File: config.mk
export PLATFORM = sky130hd
export DESIGN_NAME = req_ack_rr_ctrl_flat
export DESIGN_NICKNAME = d
export VERILOG_FILES = /design/src/rtl/req_ack_pkg.sv /design/src/rtl/req_ack_rr_ctrl_if.sv /design/src/rtl/rr_arbiter.sv /design/src/rtl/req_ack_rr_ctrl.sv /design/src/flat_wrapper.sv
export SDC_FILE = /design/constraint.sdc
export NUM_CORES = 1
export LEC_CHECK = 0
export CAP_MARGIN = 20
export CORE_MARGIN = 2
export CORE_UTILIZATION = 49
export CTS_CLUSTER_SIZE = 25
export DETAILED_ROUTE_END_ITERATION = 7
export HOLD_SLACK_MARGIN = 0.08
export PLACE_DENSITY = 0.75
export SLEW_MARGIN = 25
export SYNTH_ARGS = -nofsm -noshare
export SYNTH_HDL_FRONTEND = slang
export SYNTH_SLANG_ARGS = --single-unit
export TNS_END_PERCENT = 100
File: constraint.sdc
create_clock -name clk -period 2.9 [get_ports clk]
set_input_delay 0.58 -clock clk [delete_from_list [all_inputs] [get_ports clk]]
set_output_delay 0.58 -clock clk [all_outputs]
set_load 0.1 [all_outputs]
File: src/rtl/req_ack_pkg.sv
// Shared types and helpers for the round-robin req/ack controller.
// State encoding, index widths and delay counter width live here.
package req_ack_pkg;

    typedef enum logic [1:0] {
        IDLE,
        WAIT,
        ACK,
        DRAIN
    } req_ack_state_e;

    localparam int ACK_DELAY_MAX = 255;
    localparam int DLY_W = $clog2(ACK_DELAY_MAX + 1);

    function automatic int ch_w(input int n);
        return (n > 1) ? $clog2(n) : 1;
    endfunction

    function automatic int tmo_w(input int t);
        return (t > 1) ? $clog2(t) : 1;
    endfunction

endpackage

File: src/rtl/req_ack_rr_ctrl_if.sv
// Requester-side bundle of the req/ack controller.
// master = requesters, slave = controller.
interface req_ack_rr_ctrl_if #(
    parameter int NUM_CH = 4,
    parameter int CNT_W  = 16
);

    localparam int IW = req_ack_pkg::ch_w(NUM_CH);

    logic [NUM_CH-1:0] req;
    logic [NUM_CH-1:0] ack;
    logic [NUM_CH-1:0] err;
    logic              busy;
    logic [IW-1:0]     grant_id;
    logic [CNT_W-1:0]  txn_cnt;

    modport master (
        output req,
        input  ack,
        input  err,
        input  busy,
        input  grant_id,
        input  txn_cnt
    );

    modport slave (
        input  req,
        output ack,
        output err,
        output busy,
        output grant_id,
        output txn_cnt
    );

endinterface

File: src/rtl/rr_arbiter.sv
// Combinational round-robin picker: first requester after last_i.
// Search starts at last_i+1 and wraps at N-1.
module rr_arbiter
    import req_ack_pkg::*;
#(
    parameter int N = 4,
    localparam int IW = ch_w(N)
) (
    input  logic [N-1:0]  req_i,
    input  logic [IW-1:0] last_i,
    input  logic          en_i,
    output logic [N-1:0]  gnt_o,
    output logic [IW-1:0] idx_o
);

    logic          hit;
    logic [IW-1:0] cand;

    // Scan channels in rotating priority order, keep the first hit.
    always_comb begin
        gnt_o = '0;
        idx_o = '0;
        hit   = 1'b0;
        cand  = '0;
        for (int i = 1; i <= N; i++) begin
            cand = IW'((int'(last_i) + i) % N);
            if (en_i && !hit && req_i[cand]) begin
                hit         = 1'b1;
                gnt_o[cand] = 1'b1;
                idx_o       = cand;
            end
        end
    end

endmodule

File: src/rtl/req_ack_rr_ctrl.sv
// Multi-channel four-phase req/ack controller with round-robin,
// programmable ack delay and ack-hold timeout.
module req_ack_rr_ctrl
    import req_ack_pkg::*;
#(
    parameter int NUM_CH    = 4,
    parameter int ACK_DELAY = 2,
    parameter int TIMEOUT   = 16,
    parameter int CNT_W     = 16
) (
    input logic              clk,
    input logic              rst,
    req_ack_rr_ctrl_if.slave bus
);

    localparam int IW = ch_w(NUM_CH);
    localparam int HW = tmo_w(TIMEOUT);

    localparam logic [DLY_W-1:0] DLY_LOAD =
        DLY_W'(ACK_DELAY - 1);
    localparam logic [HW-1:0] HOLD_LAST =
        HW'((TIMEOUT > 0) ? TIMEOUT - 1 : 0);
    localparam logic [IW-1:0] LAST_RST =
        IW'(NUM_CH - 1);

    req_ack_state_e    state_q, state_d;
    logic [DLY_W-1:0]  dly_q, dly_d;
    logic [HW-1:0]     hold_q, hold_d;
    logic [IW-1:0]     gid_q, gid_d;
    logic [IW-1:0]     last_q, last_d;
    logic [CNT_W-1:0]  cnt_q, cnt_d;
    logic [NUM_CH-1:0] err_q, err_d;

    logic [NUM_CH-1:0] arb_gnt;
    logic [IW-1:0]     arb_idx;
    logic              req_cur;

    assign req_cur = bus.req[gid_q];

    rr_arbiter #(
        .N (NUM_CH)
    ) u_arb (
        .req_i  (bus.req),
        .last_i (last_q),
        .en_i   (state_q == IDLE),
        .gnt_o  (arb_gnt),
        .idx_o  (arb_idx)
    );

    // State, counters and pointers; reset drops ack at once.
    always_ff @(posedge clk or negedge rst) begin
        if (!rst) begin
            state_q <= IDLE;
            dly_q   <= '0;
            hold_q  <= '0;
            gid_q   <= '0;
            last_q  <= LAST_RST;
            cnt_q   <= '0;
            err_q   <= '0;
        end else begin
            state_q <= state_d;
            dly_q   <= dly_d;
            hold_q  <= hold_d;
            gid_q   <= gid_d;
            last_q  <= last_d;
            cnt_q   <= cnt_d;
            err_q   <= err_d;
        end
    end

    // Next state: release/abort beats delay expiry and timeout.
    always_comb begin
        state_d = state_q;
        dly_d   = dly_q;
        hold_d  = hold_q;
        gid_d   = gid_q;
        last_d  = last_q;
        cnt_d   = cnt_q;
        err_d   = '0;
        unique case (state_q)
            IDLE: begin
                if (|arb_gnt) begin
                    state_d = WAIT;
                    gid_d   = arb_idx;
                    last_d  = arb_idx;
                    dly_d   = DLY_LOAD;
                end
            end
            WAIT: begin
                if (!req_cur) begin
                    state_d = IDLE;
                end else if (dly_q == '0) begin
                    state_d = ACK;
                    hold_d  = '0;
                end else begin
                    dly_d = dly_q - 1'b1;
                end
            end
            ACK: begin
                if (!req_cur) begin
                    state_d = IDLE;
                    cnt_d   = cnt_q + 1'b1;
                end else if (TIMEOUT != 0 &&
                             hold_q == HOLD_LAST) begin
                    state_d      = DRAIN;
                    err_d[gid_q] = 1'b1;
                end else if (TIMEOUT != 0) begin
                    hold_d = hold_q + 1'b1;
                end
            end
            DRAIN: begin
                if (!req_cur) begin
                    state_d = IDLE;
                end
            end
            default: state_d = IDLE;
        endcase
    end

    assign bus.busy     = (state_q != IDLE);
    assign bus.ack      = (state_q == ACK) ?
                          (NUM_CH'(1) << gid_q) : '0;
    assign bus.grant_id = gid_q;
    assign bus.err      = err_q;
    assign bus.txn_cnt  = cnt_q;

endmodule

File: src/flat_wrapper.sv
// flat-port wrapper written by rule: the top's interface ports become plain ports
module req_ack_rr_ctrl_flat import req_ack_pkg::*;
#(
    parameter int NUM_CH    = 4,
    parameter int ACK_DELAY = 2,
    parameter int TIMEOUT   = 16,
    parameter int CNT_W     = 16
)
  (clk, rst, bus_req, bus_ack, bus_err, bus_busy, bus_grant_id, bus_txn_cnt);
  req_ack_rr_ctrl_if #(.NUM_CH(NUM_CH), .CNT_W(CNT_W)) bus_i ();
  input logic clk;
  input logic rst;
  input wire logic [$bits(bus_i.req)-1:0] bus_req;
  output wire logic [$bits(bus_i.ack)-1:0] bus_ack;
  output wire logic [$bits(bus_i.err)-1:0] bus_err;
  output wire logic [$bits(bus_i.busy)-1:0] bus_busy;
  output wire logic [$bits(bus_i.grant_id)-1:0] bus_grant_id;
  output wire logic [$bits(bus_i.txn_cnt)-1:0] bus_txn_cnt;
  assign bus_i.req = bus_req;
  assign bus_ack = bus_i.ack;
  assign bus_err = bus_i.err;
  assign bus_busy = bus_i.busy;
  assign bus_grant_id = bus_i.grant_id;
  assign bus_txn_cnt = bus_i.txn_cnt;
  req_ack_rr_ctrl #(.NUM_CH(NUM_CH), .ACK_DELAY(ACK_DELAY), .TIMEOUT(TIMEOUT), .CNT_W(CNT_W)) u_core (.clk(clk), .rst(rst), .bus(bus_i));
endmodule
==> flow_summary_export.csv <==
group,metric,value,unit
status,status,"complete, no violations",
clock_tree,ctsHoldBuffers,0,
synthesis,synth_edf_count,0,
critical_path,crit_type,"flip-flop to flip-flop",
placement,dpl.hpwl,3460,µm
floorplanning,die-area,5460,µm²
critical_path,cp_slowest_cell,"mux4_2",
job,maxCapViolations,0,
global_routing,overflow,0,
power,vdd_ir_drop_max,0.822,mV
global_routing,grt_pass1_wl,8410,µm
sta,worst_slew_pin_slew,0.822,ns
sta,finalSetupViolations,0,
critical_path,rr_worst_depth,7,
clock_tree,cts.path.max_buffers,2,
final_layout,fin_area,2960,µm²
global_routing,track_usage,0.197,
sta,hold_viol,0,
synthesis,ys_ff_latch,38,
final_layout,fin_util,0.627,
synthesis,yosysSeqAreaShare,0.399,
critical_path,path_buf_inv,1,
final_layout,drive_gt1_frac,0.275,
clock_tree,clock_latency,0.28,ns
sta,fin_skew,0.00491,ns
power,p_per_area,1050,nW/µm²
sta,relSlewSlack,0.452,
clock_tree,post_cts_buffers,0,
critical_path,cp.depth,7,
synthesis,synth_top_area_cell,"dfrtp_1",
synthesis,synth_area_leaders,"dfrtp_1 38%, ha_1 8.4%, mux4_2 4.7%",
critical_path,critPathTopFamily,"multiplexers",
floorplanning,die_h,73.9,µm
hold_path,hold_class,"primary input to async pin",
floorplanning,start_util,0.506,
clock_tree,cts_resized,0,
synthesis,syn-num-nets,262,
final_layout,syn2layout_area_growth,23.8,%
floorplanning,die_w,73.9,µm
global_routing,grt_pass1_vias,1821,
clock_tree,root_buffer,"clkbuf_8",
final_layout,diodes,0,
clock_tree,cts_num_sinks,38,
detailed_routing,ant_nets,0,
detailed_routing,viasPerCell,5.54,
synthesis,netlist_instances,240,
synthesis,synthFlopType,"dfrtp_1",
critical_path,max_stage_delay,0.54,ns
detailed_routing,first_pass_iters,4,
detailed_routing,drc,0,
placement,place_area,2880,µm²
global_routing,grt_max_degree,39,
synthesis,yosysWarnings,0,
synthesis,async_flop_share,1.00,
floorplanning,core_area,4720,µm²
clock_tree,cts_tree,"done",
floorplanning,rows,25,
placement,port_buffers,32,
critical_path,rr_startpoint,"u_core.last_q[1]$_DFFE_PN1P_",
floorplanning,ioPinCount,33,
synthesis,yosysUniqueCellTypes,57,
synthesis,yosys.area.top_type_share,0.377,
detailed_routing,drt_iter0_markers,93,
final_layout,nets,307,
sta,slew_violations,0,
sta,rsz0062_at_grt,"no",
critical_path,r2r_slack,0.30,ns
critical_path,cp.required,3.07,ns
sta,post-route-period-util,0.896,
detailed_routing,finalWirelength,4790,µm
clock_tree,htreeDepth,2,
clock_tree,numCtsBuffers,5,
critical_path,crit_fanout,5,
critical_path,cp-end-kind,"flip-flop",
sta,clock.fmax,385,MHz
critical_path,worstSetupStartpointType,"flip-flop",
placement,globalplace.congestion,0.785,
critical_path,r2r_end,"u_core.dly_q[4]$_DFFE_PN0P_",
critical_path,crit_arrival,2.77,ns
synthesis,netlist_area,2390,µm²
placement,dp_cells,345,
synthesis,avgSynthCellArea,9.97,µm²
clock_tree,cts.clk_slew.worst_paths,0.07,ns
critical_path,crit_chain,"inv_1 -> ha_4 -> mux4_2 -> or3_4 -> o21ai_4 -> nand2_2 -> a221o_1",
final_layout,instances_no_fill,351,
detailed_routing,vias,1943,
global_routing,antenna_found_initial,0,
sta,min_period,2.60,ns
detailed_routing,post_drt_wl_per_cell,13.7,µm
power,power.leakage,0.00135,µW
## registers in the layout, summed over array words and instances, names as in the netlist
signal,count
u_core.bus.err,4
u_core.bus.txn_cnt,16
u_core.bus.grant_id,2
u_core.last_q,2
u_core.hold_q,4
u_core.dly_q,8
u_core.state_q,2
## power breakdown
group          switching (µW)  internal (µW)
combinational            1180            780
clock                     169            183
sequential                151            660
total                    1500           1620
## cell usage in the layout, fill, tap and decap left out, drive strengths merged, types with 4 or more instances in the layout
cell	netlist	routed
clkdlybuf4s50	0	4
ha	16	16
or3	4	4
xor2	9	9
inv	10	10
mux2i	4	4
or4	5	5
nor2	19	19
nor2b	4	4
nand2b	4	4
nor3b	6	6
mux2	4	4
dfrtp	36	36
nor3	10	10
buf	6	44
xnor2	6	6
nand2	24	24
nand3	9	9
mux4	5	5
o21ai	10	10
clkbuf	4	6
## cell usage after synthesis, types with 5 or more instances
cell / count
dfrtp_1: 36
nand2_1: 23
nor2_1: 18
ha_1: 16
inv_1: 10
nor3_1: 10
nand3_1: 9
xor2_1: 9
o21ai_0: 8
nor3b_1: 6
xnor2_1: 6
mux4_2: 5
## area by class of cell
class                           instances  area [µm²]
Multi-Input combinational cell        181        1380
Fill cell                             391        1760
Clock buffer                            6        82.6
Inverter                               11        46.3
Timing Repair Buffer                   48         418
Tap cell                               67        83.8
Sequential cell                        38         955
## stage by stage
stage | TNS, ns | hold slack (ns) | power [µW] | worst slack (ns)
2_1_floorplan | -0.206 | 0.284 | 2300 | -0.197
3_3_place_gp | 0 | 0.467 | 2730 | 0.108
3_5_place_dp | 0 | 0.485 | 2760 | 0.0552
4_1_cts | 0 | 0.419 | 3130 | 0.298
5_1_grt | 0 | 0.475 | 3360 | 0.178
6_report | 0 | 0.390 | 3130 | 0.301
## how the worst max path moves through the flow
| stage | startpoint | endpoint |
|---|---|---|
| 6_report | u_core.last_q[1]$_DFFE_PN1P_ | u_core.dly_q[4]$_DFFE_PN0P_ |
| 4_1_cts | u_core.last_q[1]$_DFFE_PN1P_ | u_core.dly_q[4]$_DFFE_PN0P_ |
| 2_1_floorplan | u_core.bus.grant_id[1]$_DFFE_PN0P_ | bus_ack[2] |
| 5_1_grt | u_core.last_q[1]$_DFFE_PN1P_ | u_core.bus.grant_id[1]$_DFFE_PN0P_ |
| 3_5_place_dp | bus_req[2] | u_core.bus.txn_cnt[15]$_DFFE_PN0P_ |
| 3_3_place_gp | bus_req[2] | u_core.bus.txn_cnt[15]$_DFFE_PN0P_ |
## logic make-up (layout without fill, tap and decap cells)
group / after synthesis / in the layout / share of synthesized area
and+or+nand+nor: 98 / 98 / 0.219
AOI/OAI and AO/OA: 39 / 39 / 0.123
DFF: 38 / 38 / 0.399
buffers and inverters: 21 / 65 / 0.0382
adders and majority gates: 16 / 16 / 0.0837
xor gates and xnor gates: 15 / 15 / 0.0549
muxes: 13 / 13 / 0.0826
## metal layers
layer / share of wire / vias up / track usage / routed length [µm]
met3: 0.036 / 7 / 0.0370 / 171
met1: 0.49 / 943 / 0.279 / 2360
met5: 0 / - / 0 / 0
met2: 0.46 / 41 / 0.305 / 2200
li1: - / 952 / - / -
met4: 0.014 / 0 / 0.0606 / 67
Note: power is estimated with default switching activity, not from simulation.
